$ cat src/rtl/morph_frame_ctrl.sv
// Frame sequencer for the morphology path: commits shadowed mode at frame start, pulses a CLR_LEN-cycle datapath clear,
// and checks line/pixel counts. All outputs registered (1-cycle latency from the sampled edge); no backpressure on the video side.
module morph_frame_ctrl #(
  parameter int COL     = 640,
  parameter int ROW     = 480,
  parameter int CLR_LEN = 4
) (
  input  logic                       clk,
  input  logic                       rst_n,
  input  logic                       cfg_valid,
  input  logic [1:0]                 cfg_mode,
  output logic                       cfg_ready,
  input  logic                       y_vs,
  input  logic                       y_de,
  output logic                       pipe_rst_n,
  output logic [1:0]                 mode_act,
  output logic                       frame_busy,
  output logic                       frame_done,
  output logic                       frame_err,
  output logic                       err_sticky,
  output logic [$clog2(ROW+1)-1:0]   line_cnt
);

  localparam int LW = $clog2(ROW + 1);
  localparam int PW = $clog2(COL + 2);
  localparam int CW = (CLR_LEN > 1) ? $clog2(CLR_LEN) : 1;

  localparam logic [PW-1:0] P_COL     = PW'(COL);
  localparam logic [PW-1:0] P_COL_SAT = PW'(COL + 1);
  localparam logic [LW-1:0] P_ROW     = LW'(ROW);
  localparam logic [CW-1:0] P_CLR     = CW'(CLR_LEN - 1);

  typedef enum logic [1:0] {S_IDLE, S_CLEAR, S_ACTIVE, S_DONE} state_t;

  state_t          r_state, w_state_nxt;
  logic            r_vs, r_de;
  logic [CW-1:0]   r_clr_cnt, w_clr_nxt;
  logic [PW-1:0]   r_pix_cnt, w_pix_nxt;
  logic [LW-1:0]   r_line_cnt, w_line_nxt;
  logic [1:0]      r_shadow, w_shadow_nxt;
  logic            r_shadow_full, w_full_nxt;
  logic [1:0]      r_mode_act, w_mode_nxt;
  logic            r_cfg_ready;
  logic            r_pipe_rst_n, w_pipe_nxt;
  logic            r_busy;
  logic            r_done, w_done_nxt;
  logic            r_err, w_err_nxt;
  logic            r_sticky;

  logic            w_vs_rise, w_de_fall, w_acc;

  assign w_vs_rise = y_vs & ~r_vs;
  assign w_de_fall = ~y_de & r_de;
  assign w_acc     = cfg_valid & r_cfg_ready;

  always_comb begin
    w_state_nxt  = r_state;
    w_clr_nxt    = r_clr_cnt;
    w_pix_nxt    = r_pix_cnt;
    w_line_nxt   = r_line_cnt;
    w_pipe_nxt   = 1'b1;
    w_done_nxt   = 1'b0;
    w_err_nxt    = 1'b0;
    w_mode_nxt   = r_mode_act;
    w_shadow_nxt = r_shadow;
    w_full_nxt   = r_shadow_full;

    if (w_acc) begin
      w_shadow_nxt = cfg_mode;
      w_full_nxt   = 1'b1;
    end

    if (w_vs_rise) begin
      w_state_nxt = S_CLEAR;
      w_clr_nxt   = P_CLR;
      w_pipe_nxt  = 1'b0;
      w_pix_nxt   = '0;
      w_line_nxt  = '0;
      w_err_nxt   = (r_state == S_ACTIVE);
      // Old shadow commits; a request accepted this same cycle stays parked for the next frame.
      if (r_shadow_full) begin
        w_mode_nxt = (r_shadow == 2'b11) ? 2'b00 : r_shadow;
        w_full_nxt = w_acc;
      end
    end else begin
      case (r_state)
        S_CLEAR: begin
          w_err_nxt = y_de;
          if (r_clr_cnt == '0) begin
            w_state_nxt = S_ACTIVE;
          end else begin
            w_clr_nxt  = r_clr_cnt - 1'b1;
            w_pipe_nxt = 1'b0;
          end
        end
        S_ACTIVE: begin
          if (w_de_fall) begin
            w_err_nxt  = (r_pix_cnt != P_COL);
            w_pix_nxt  = '0;
            w_line_nxt = r_line_cnt + 1'b1;
            if (w_line_nxt == P_ROW) begin
              w_done_nxt  = ~w_err_nxt;
              w_state_nxt = S_DONE;
            end
          end else if (y_de && (r_pix_cnt != P_COL_SAT)) begin
            w_pix_nxt = r_pix_cnt + 1'b1;
          end
        end
        S_DONE:  w_err_nxt = w_de_fall;
        S_IDLE:  w_err_nxt = 1'b0;
        default: w_state_nxt = S_IDLE;
      endcase
    end
  end

  always_ff @(posedge clk or negedge rst_n) begin
    if (!rst_n) begin
      r_state       <= S_IDLE;
      r_vs          <= 1'b1;
      r_de          <= 1'b0;
      r_clr_cnt     <= '0;
      r_pix_cnt     <= '0;
      r_line_cnt    <= '0;
      r_shadow      <= 2'b00;
      r_shadow_full <= 1'b0;
      r_mode_act    <= 2'b00;
      r_cfg_ready   <= 1'b1;
      r_pipe_rst_n  <= 1'b1;
      r_busy        <= 1'b0;
      r_done        <= 1'b0;
      r_err         <= 1'b0;
      r_sticky      <= 1'b0;
    end else begin
      r_state       <= w_state_nxt;
      r_vs          <= y_vs;
      r_de          <= y_de;
      r_clr_cnt     <= w_clr_nxt;
      r_pix_cnt     <= w_pix_nxt;
      r_line_cnt    <= w_line_nxt;
      r_shadow      <= w_shadow_nxt;
      r_shadow_full <= w_full_nxt;
      r_mode_act    <= w_mode_nxt;
      r_cfg_ready   <= ~r_shadow_full;
      r_pipe_rst_n  <= w_pipe_nxt;
      r_busy        <= (w_state_nxt == S_CLEAR) || (w_state_nxt == S_ACTIVE);
      r_done        <= w_done_nxt;
      r_err         <= w_err_nxt;
      r_sticky      <= w_err_nxt | (r_sticky & ~w_acc);
    end
  end

  assign cfg_ready  = r_cfg_ready;
  assign pipe_rst_n = r_pipe_rst_n;
  assign mode_act   = r_mode_act;
  assign frame_busy = r_busy;
  assign frame_done = r_done;
  assign frame_err  = r_err;
  assign err_sticky = r_sticky;
  assign line_cnt   = r_line_cnt;

endmodule

$ cat config.mk
export PLATFORM = sky130hd
export DESIGN_NAME = morph_frame_ctrl
export DESIGN_NICKNAME = d
export VERILOG_FILES = /design/src/rtl/morph_frame_ctrl.sv
export SDC_FILE = /design/constraint.sdc
export NUM_CORES = 1
export LEC_CHECK = 0
export ABC_AREA = 1
export CORE_UTILIZATION = 40
export DETAILED_ROUTE_END_ITERATION = 16
export PLACE_DENSITY_LB_ADDON = 0.3
export SYNTH_ARGS = -nofsm -noshare
export SYNTH_HDL_FRONTEND = slang
export SYNTH_SLANG_ARGS = --single-unit
$ cat constraint.sdc
create_clock -name clk -period 2.2 [get_ports clk]
set_clock_uncertainty 0.2 [all_clocks]
set_input_delay 0.55 -clock clk [delete_from_list [all_inputs] [get_ports clk]]
set_output_delay 0.55 -clock clk [all_outputs]
set_load 0.02 [all_outputs]
# Word-level counts from Yosys, hierarchy flattened
# Cells that the tools add are included.
# classes
add_sub_neg	3
eq_ne	10
n_mux	29
bitwise_logic	10
n_reduce_logical	12
# ops
op	n
$mux W10	4
$mux W9	3
$ne A10 B10 Y1 const B	2
$mux W2	8
$mux W1	12
$add A10 B1 Y10 const B	1
$add A9 B1 Y9 const B	1
$eq A9 B9 Y1 const B	1
$eq A2 B2 Y1 const B	4
$reduce_and A2 Y1	4
$reduce_bool A2 Y1	3
$not A1 Y1	5
$and A1 B1 Y1	4
$eq A2 B1 Y1 const B	2
$logic_not A2 Y1	2
$pmux W1 S4	1
$pmux W2 S2	1
$reduce_bool A3 Y1	1
$ne A2 B2 Y1 const B	1
$sub A2 B1 Y2 const B	1
$logic_and A1 B1 Y1	1
$logic_or A1 B1 Y1	1
$or A1 B1 Y1	1
# word_totals
regBits	36
in_bits	7
out_inout_bits	17
word_cells	79

# Depth between registers and ports, before layout
# Gate-level depths: netlist of the first run.
# logic_depth
word_depth	8
mapped_depth	12
ltp_nobuf	12

# Least setup slack after synthesis of the first run
# No wires, ideal clock.
# synth_path
path_type	reg-to-reg
start	register r_line_cnt[0], in the netlist line_cnt[0]
end	register r_busy, in the netlist frame_busy
setup_ps	117
t_arrival_ps	1440
t_required_ps	1883
slack_ps	443
stages_incl_launch_ff	11
path_buffers	0
synth_period_minus_slack_ps	1757
path_cell_list	dfrtp_1 > ha_1 > nand3_1 > o21bai_1 > nand2_1 > nor2_1 > nand3_1 > nand2_1 > nand2_1 > nand3_1 > nand2_1
# synth_between
elab_chain_len	8
elab_cells_between_ends	9
classes_between	1 x add/sub; 3 x eq/ne; 4 x mux; 1 x reduce/logical
# synth_rtl
item	line	source
from (decl)	39	logic [LW-1:0] r_line_cnt, w_line_nxt;
from (signal assigned)	139	r_line_cnt <= w_line_nxt;
$add A9 B1 Y9 *	100	w_line_nxt = r_line_cnt + 1'b1;
$eq A9 B9 Y1 *	101	if (w_line_nxt == P_ROW) begin
$mux W2 *	101	
$mux W2 *	97	if (w_de_fall) begin
$pmux W2 S2 *	86	case (r_state)
$mux W2 *	73	if (w_vs_rise) begin
$eq A2 B1 Y1 / $eq A2 B2 Y1 (equally long branches)	145	r_busy <= (w_state_nxt == S_CLEAR) || (w_state_nxt == S_ACTIVE);
$logic_or A1 B1 Y1 *	145	
to (signal assigned)	145	
to (decl)	45	logic r_busy;
# Mark *: on every way between the ends. The rest lies on a longest branch, timed or not.
# A chain may end at the register's enable or synchronous reset.

# Worst setup path after layout of the first run
# layout_path
start	register r_pipe_rst_n, in the netlist pipe_rst_n
end	output port pipe_rst_n
# layout_lines
item	line	source
from (decl)	44	logic r_pipe_rst_n, w_pipe_nxt;
from (signal assigned)	144	r_pipe_rst_n <= w_pipe_nxt;
to (decl)	15	output logic pipe_rst_n,
# No word-level cell between the ends.

==> results of run 1 <==
[worst max-delay path by stage]
stage	from	cells after the start	to
final	pipe_rst_n	1	pipe_rst_n
after global routing	y_vs	9	r_pix_cnt[9]
after detailed placement	y_vs	9	r_pix_cnt[1]
after global placement	y_vs	9	r_pix_cnt[1]
after CTS	line_cnt[2]	1	line_cnt[2]
after floorplan	line_cnt[0]	10	frame_busy
[flip-flops by register name, summed over array words and instances, names as in the netlist, 2 cells and up]
name,cells
r_clr_cnt,2
r_shadow,2
r_state,2
mode_act,2
r_pix_cnt,10
line_cnt,9
[metal layers]
metal / GRT usage, % / vias to the layer above / wire length (um)
li1: - / 893 / -
met1: 22.8 / 781 / 2010
met2: 29.2 / 29 / 1840
met3: 3.33 / 5 / 118
met4: 6.32 / 0 / 43
met5: 0 / - / 0
[cell type report]
class / count / share of cell area [%]
inverters: 39 / 5.85
flip-flops and latches: 36 / 36.2
well taps: 67 / 3.35
clock buffers: 6 / 2.90
multi-input cells: 174 / 35.8
clock inverters: 2 / 1.40
repair buffers: 39 / 14.6
[metrics by stage]
step           std cells  hold WS (ns)  power (uW)  TNS, ns
6_report             363         0.261        2470        0
5_1_grt              363         0.267        2660        0
4_1_cts              363         0.249        2490        0
3_5_place_dp         354         0.237        1920   -0.491
3_3_place_gp         354         0.212        1900   -0.357
2_1_floorplan        255        0.0544        1560        0
[cell usage after synthesis]
cell      number  share of area, %
inv_1         38               7.2
xnor2_1        2              0.89
a31oi_1        1              0.32
buf_6          1              0.57
nor2_2         1              0.32
inv_2          1              0.19
mux2_2         1              0.57
xor2_1         4               1.8
nor4_1         4               1.3
o211ai_1       1              0.38
dfstp_2        3               4.0
nand2_1       65                12
nor2_1        23               4.4
o21bai_1       2              0.76
a21oi_1        6               1.5
o21ai_0       13               3.3
nand3_1       26               6.6
nand2_2        2              0.63
ha_1           9               5.7
nor3_1         4               1.0
o21ai_1        1              0.25
buf_2          3              0.76
or2_2          1              0.32
dfrtp_1       33                42
o22ai_1        2              0.63
clkbuf_1       2              0.38
nand4_1        5               1.6
o41ai_1        1              0.44
[logic make-up after synthesis]
group / count (synthesis) / synth area share, %
and+or+nand+nor: 131 / 28.5
xor gates and xnor gates: 6 / 2.66
buffers and inverters: 45 / 9.13
adders and majority gates: 9 / 5.71
AOI/OAI and AO/OA: 27 / 7.61
muxes: 1 / 0.571
DFF: 36 / 45.8
[power by group through the flow]
| stage | sequential [uW] | combinational [uW] | clock (uW) |
|---|---|---|---|
| 2_1_floorplan | 1070 | 486 | 0 |
| 3_3_place_gp | 983 | 917 | 0 |
| 3_5_place_dp | 986 | 931 | 0 |
| 4_1_cts | 973 | 937 | 581 |
| 5_1_grt | 997 | 1050 | 605 |
| 6_report | 972 | 927 | 574 |
[placed cells by master (no fill, tap or decap), drive strengths merged]
| cell | instances |
|---|---|
| buf | 16 |
| xor2 | 4 |
| or2 | 1 |
| a21oi | 6 |
| dfstp | 3 |
| o21ai | 14 |
| o21bai | 2 |
| nand4 | 5 |
| a31oi | 1 |
| o22ai | 2 |
| bufinv | 1 |
| nor2 | 24 |
| nand3 | 26 |
| nor3 | 4 |
| dfrtp | 33 |
| nor4 | 4 |
| mux2 | 1 |
| o211ai | 1 |
| dlymetal6s2s | 2 |
| clkdlybuf4s50 | 20 |
| ha | 9 |
| nand2 | 67 |
| clkinv | 1 |
| xnor2 | 2 |
| inv | 39 |
| clkbuf | 6 |
| o41ai | 1 |
| dlygate4sd3 | 1 |
[repair_timing]
item | in CTS | in global routing
hold buffers | 1 | 0
gates resized for setup | 0 | 3
hold endpoints to repair | 10 | 0
setup endpoints to repair | 0 | 9
==> impl_metrics.csv, run 1 <==
group,metric,value,unit
worst_setup_path,crit_slowest_cell,"clkdlybuf4s50_1",
clock_network,clkTransAtPathRegs,0.07,ns
synthesis,avgSynthCellArea,7.74,sq um
final_layout,fin_area,2500,sq um
timing,setup_ws,0.0556,ns
power,seqPwrFrac,39.3,%
die,io_pins,24,
placed_design,gp_congestion,0.857,
synthesis,syn_nets,271,
clock_network,cts_inserted_buffers,5,
global_route,grt_max_degree,21,
clock_network,cts_buffer_depth,2,
final_layout,nFillCells,439,
worst_setup_path,crit_buf_inv,1,
die,dieArea,5220,sq um
timing,hold_violations,0,
final_layout,multi_input_area,895,sq um
global_route,antenna_found_initial,0,
hold_path,min_to,"cfg_ready",
route,drtAntennaViolNets,0,
clock_network,clk_latency,0.28,ns
run_status,status,"completed",
power,leakagePower,0.00125,uW
route,initialDrtViolationCount,71,
final_layout,seq_area,905,sq um
final_layout,drive_gt1_share,11.1,%
synthesis,seq_area_frac_synth,45.8,%
power,combPwrFrac,37.5,%
timing,period_share,97.5,%
power,ir_drop,572,uV
synthesis,syn_area,1970,sq um
power,switching_power,897,uW
synthesis,ys_warn_count,0,
worst_setup_path,crit_type,"flop to primary output",
power,p_per_area,988,nW/um^2
synthesis,yosysUniqueCellTypes,28,
timing,worst_pin_slew,0.402,ns
timing,fin_crit,2.14,ns
worst_setup_path,reg2regPathDepth,8,
power,power.internal,1580,uW
die,die_h,72.2,um
final_layout,fin_nets,311,
timing,rsz0062_at_grt,"no",
hold_path,hold_path.startpoint,"r_shadow_full",
route,drc,0,
timing,max_freq,466,MHz
die,fp-row-count,25,
global_route,first_global_vias,1705,
worst_setup_path,critPathTopFamily,"buffers and inverters",
clock_network,htreeDepth,2,
final_layout,diodes,0,
worst_setup_path,r2r_slack,0.25,ns
placed_design,place_area,2370,sq um
die,start_util,41.8,%
worst_setup_path,timing.rr.end,"r_pix_cnt[5]",
clock_network,clock_sinks,36,
clock_network,cts_tree,"built",
route,drtPass1Iterations,4,
worst_setup_path,worstPathArrival,1.39,ns
global_route,grt_pass1_wl,7170,um
worst_setup_path,crit_path_start_kind,"flop",
route,drt_wl_total,4010,um
worst_setup_path,crit_fanout,1,
die,die_w,72.2,um
worst_setup_path,max_stage_delay,0.60,ns
placed_design,place_hpwl,3020,um
power,p_clk_share,23.2,%
run,maxCapViolCount,0,
hold_path,hold_depth,1,
worst_setup_path,crit_chain,"clkdlybuf4s50_1",
clock_network,ctsRootBufferMaster,"clkbuf_8",
hold_path,hp-class,"flop to flop",
worst_setup_path,endpoint_kind,"primary output",
route,wl_per_cell,11.1,um
placed_design,detailedPlace.worstSlack,-0.0717,ns
final_layout,area_delta_synth_final,26.8,%
worst_setup_path,reg2reg_from,"r_pix_cnt[6]",
timing,slew_violations,0,
worst_setup_path,required,1.45,ns
route,route.vias.total,1708,
route,avgViaCountPerCell,4.71,
final_layout,fin_util,53.0,%
timing,setup_viol_count_final,0,
global_route,grt_usage,17.6,%
synthesis,ys_ff_latch,36,
die,core,4720,sq um
clock_network,post-cts-setup-buffers,0,
placed_design,io_buffers,23,
timing,max-slew-margin-rel,73.2,%
power,swShare,36.3,%
synthesis,synthCells,255,
global_route,grt_remaining_overflow,0,
No activity file was read; power rests on OpenSTA's default activity.
==> run 2: changes to the inputs <==
--- a/config.mk
+++ b/config.mk
@@ -6,6 +6,7 @@
 export NUM_CORES = 1
 export LEC_CHECK = 0
 export ABC_AREA = 1
+export ABC_CLOCK_PERIOD_IN_PS = 2200
 export CORE_UTILIZATION = 40
 export DETAILED_ROUTE_END_ITERATION = 16
 export PLACE_DENSITY_LB_ADDON = 0.3
==> results of run 2 <==
No change in the layout: final DEF, timing and power equal those of run 1.
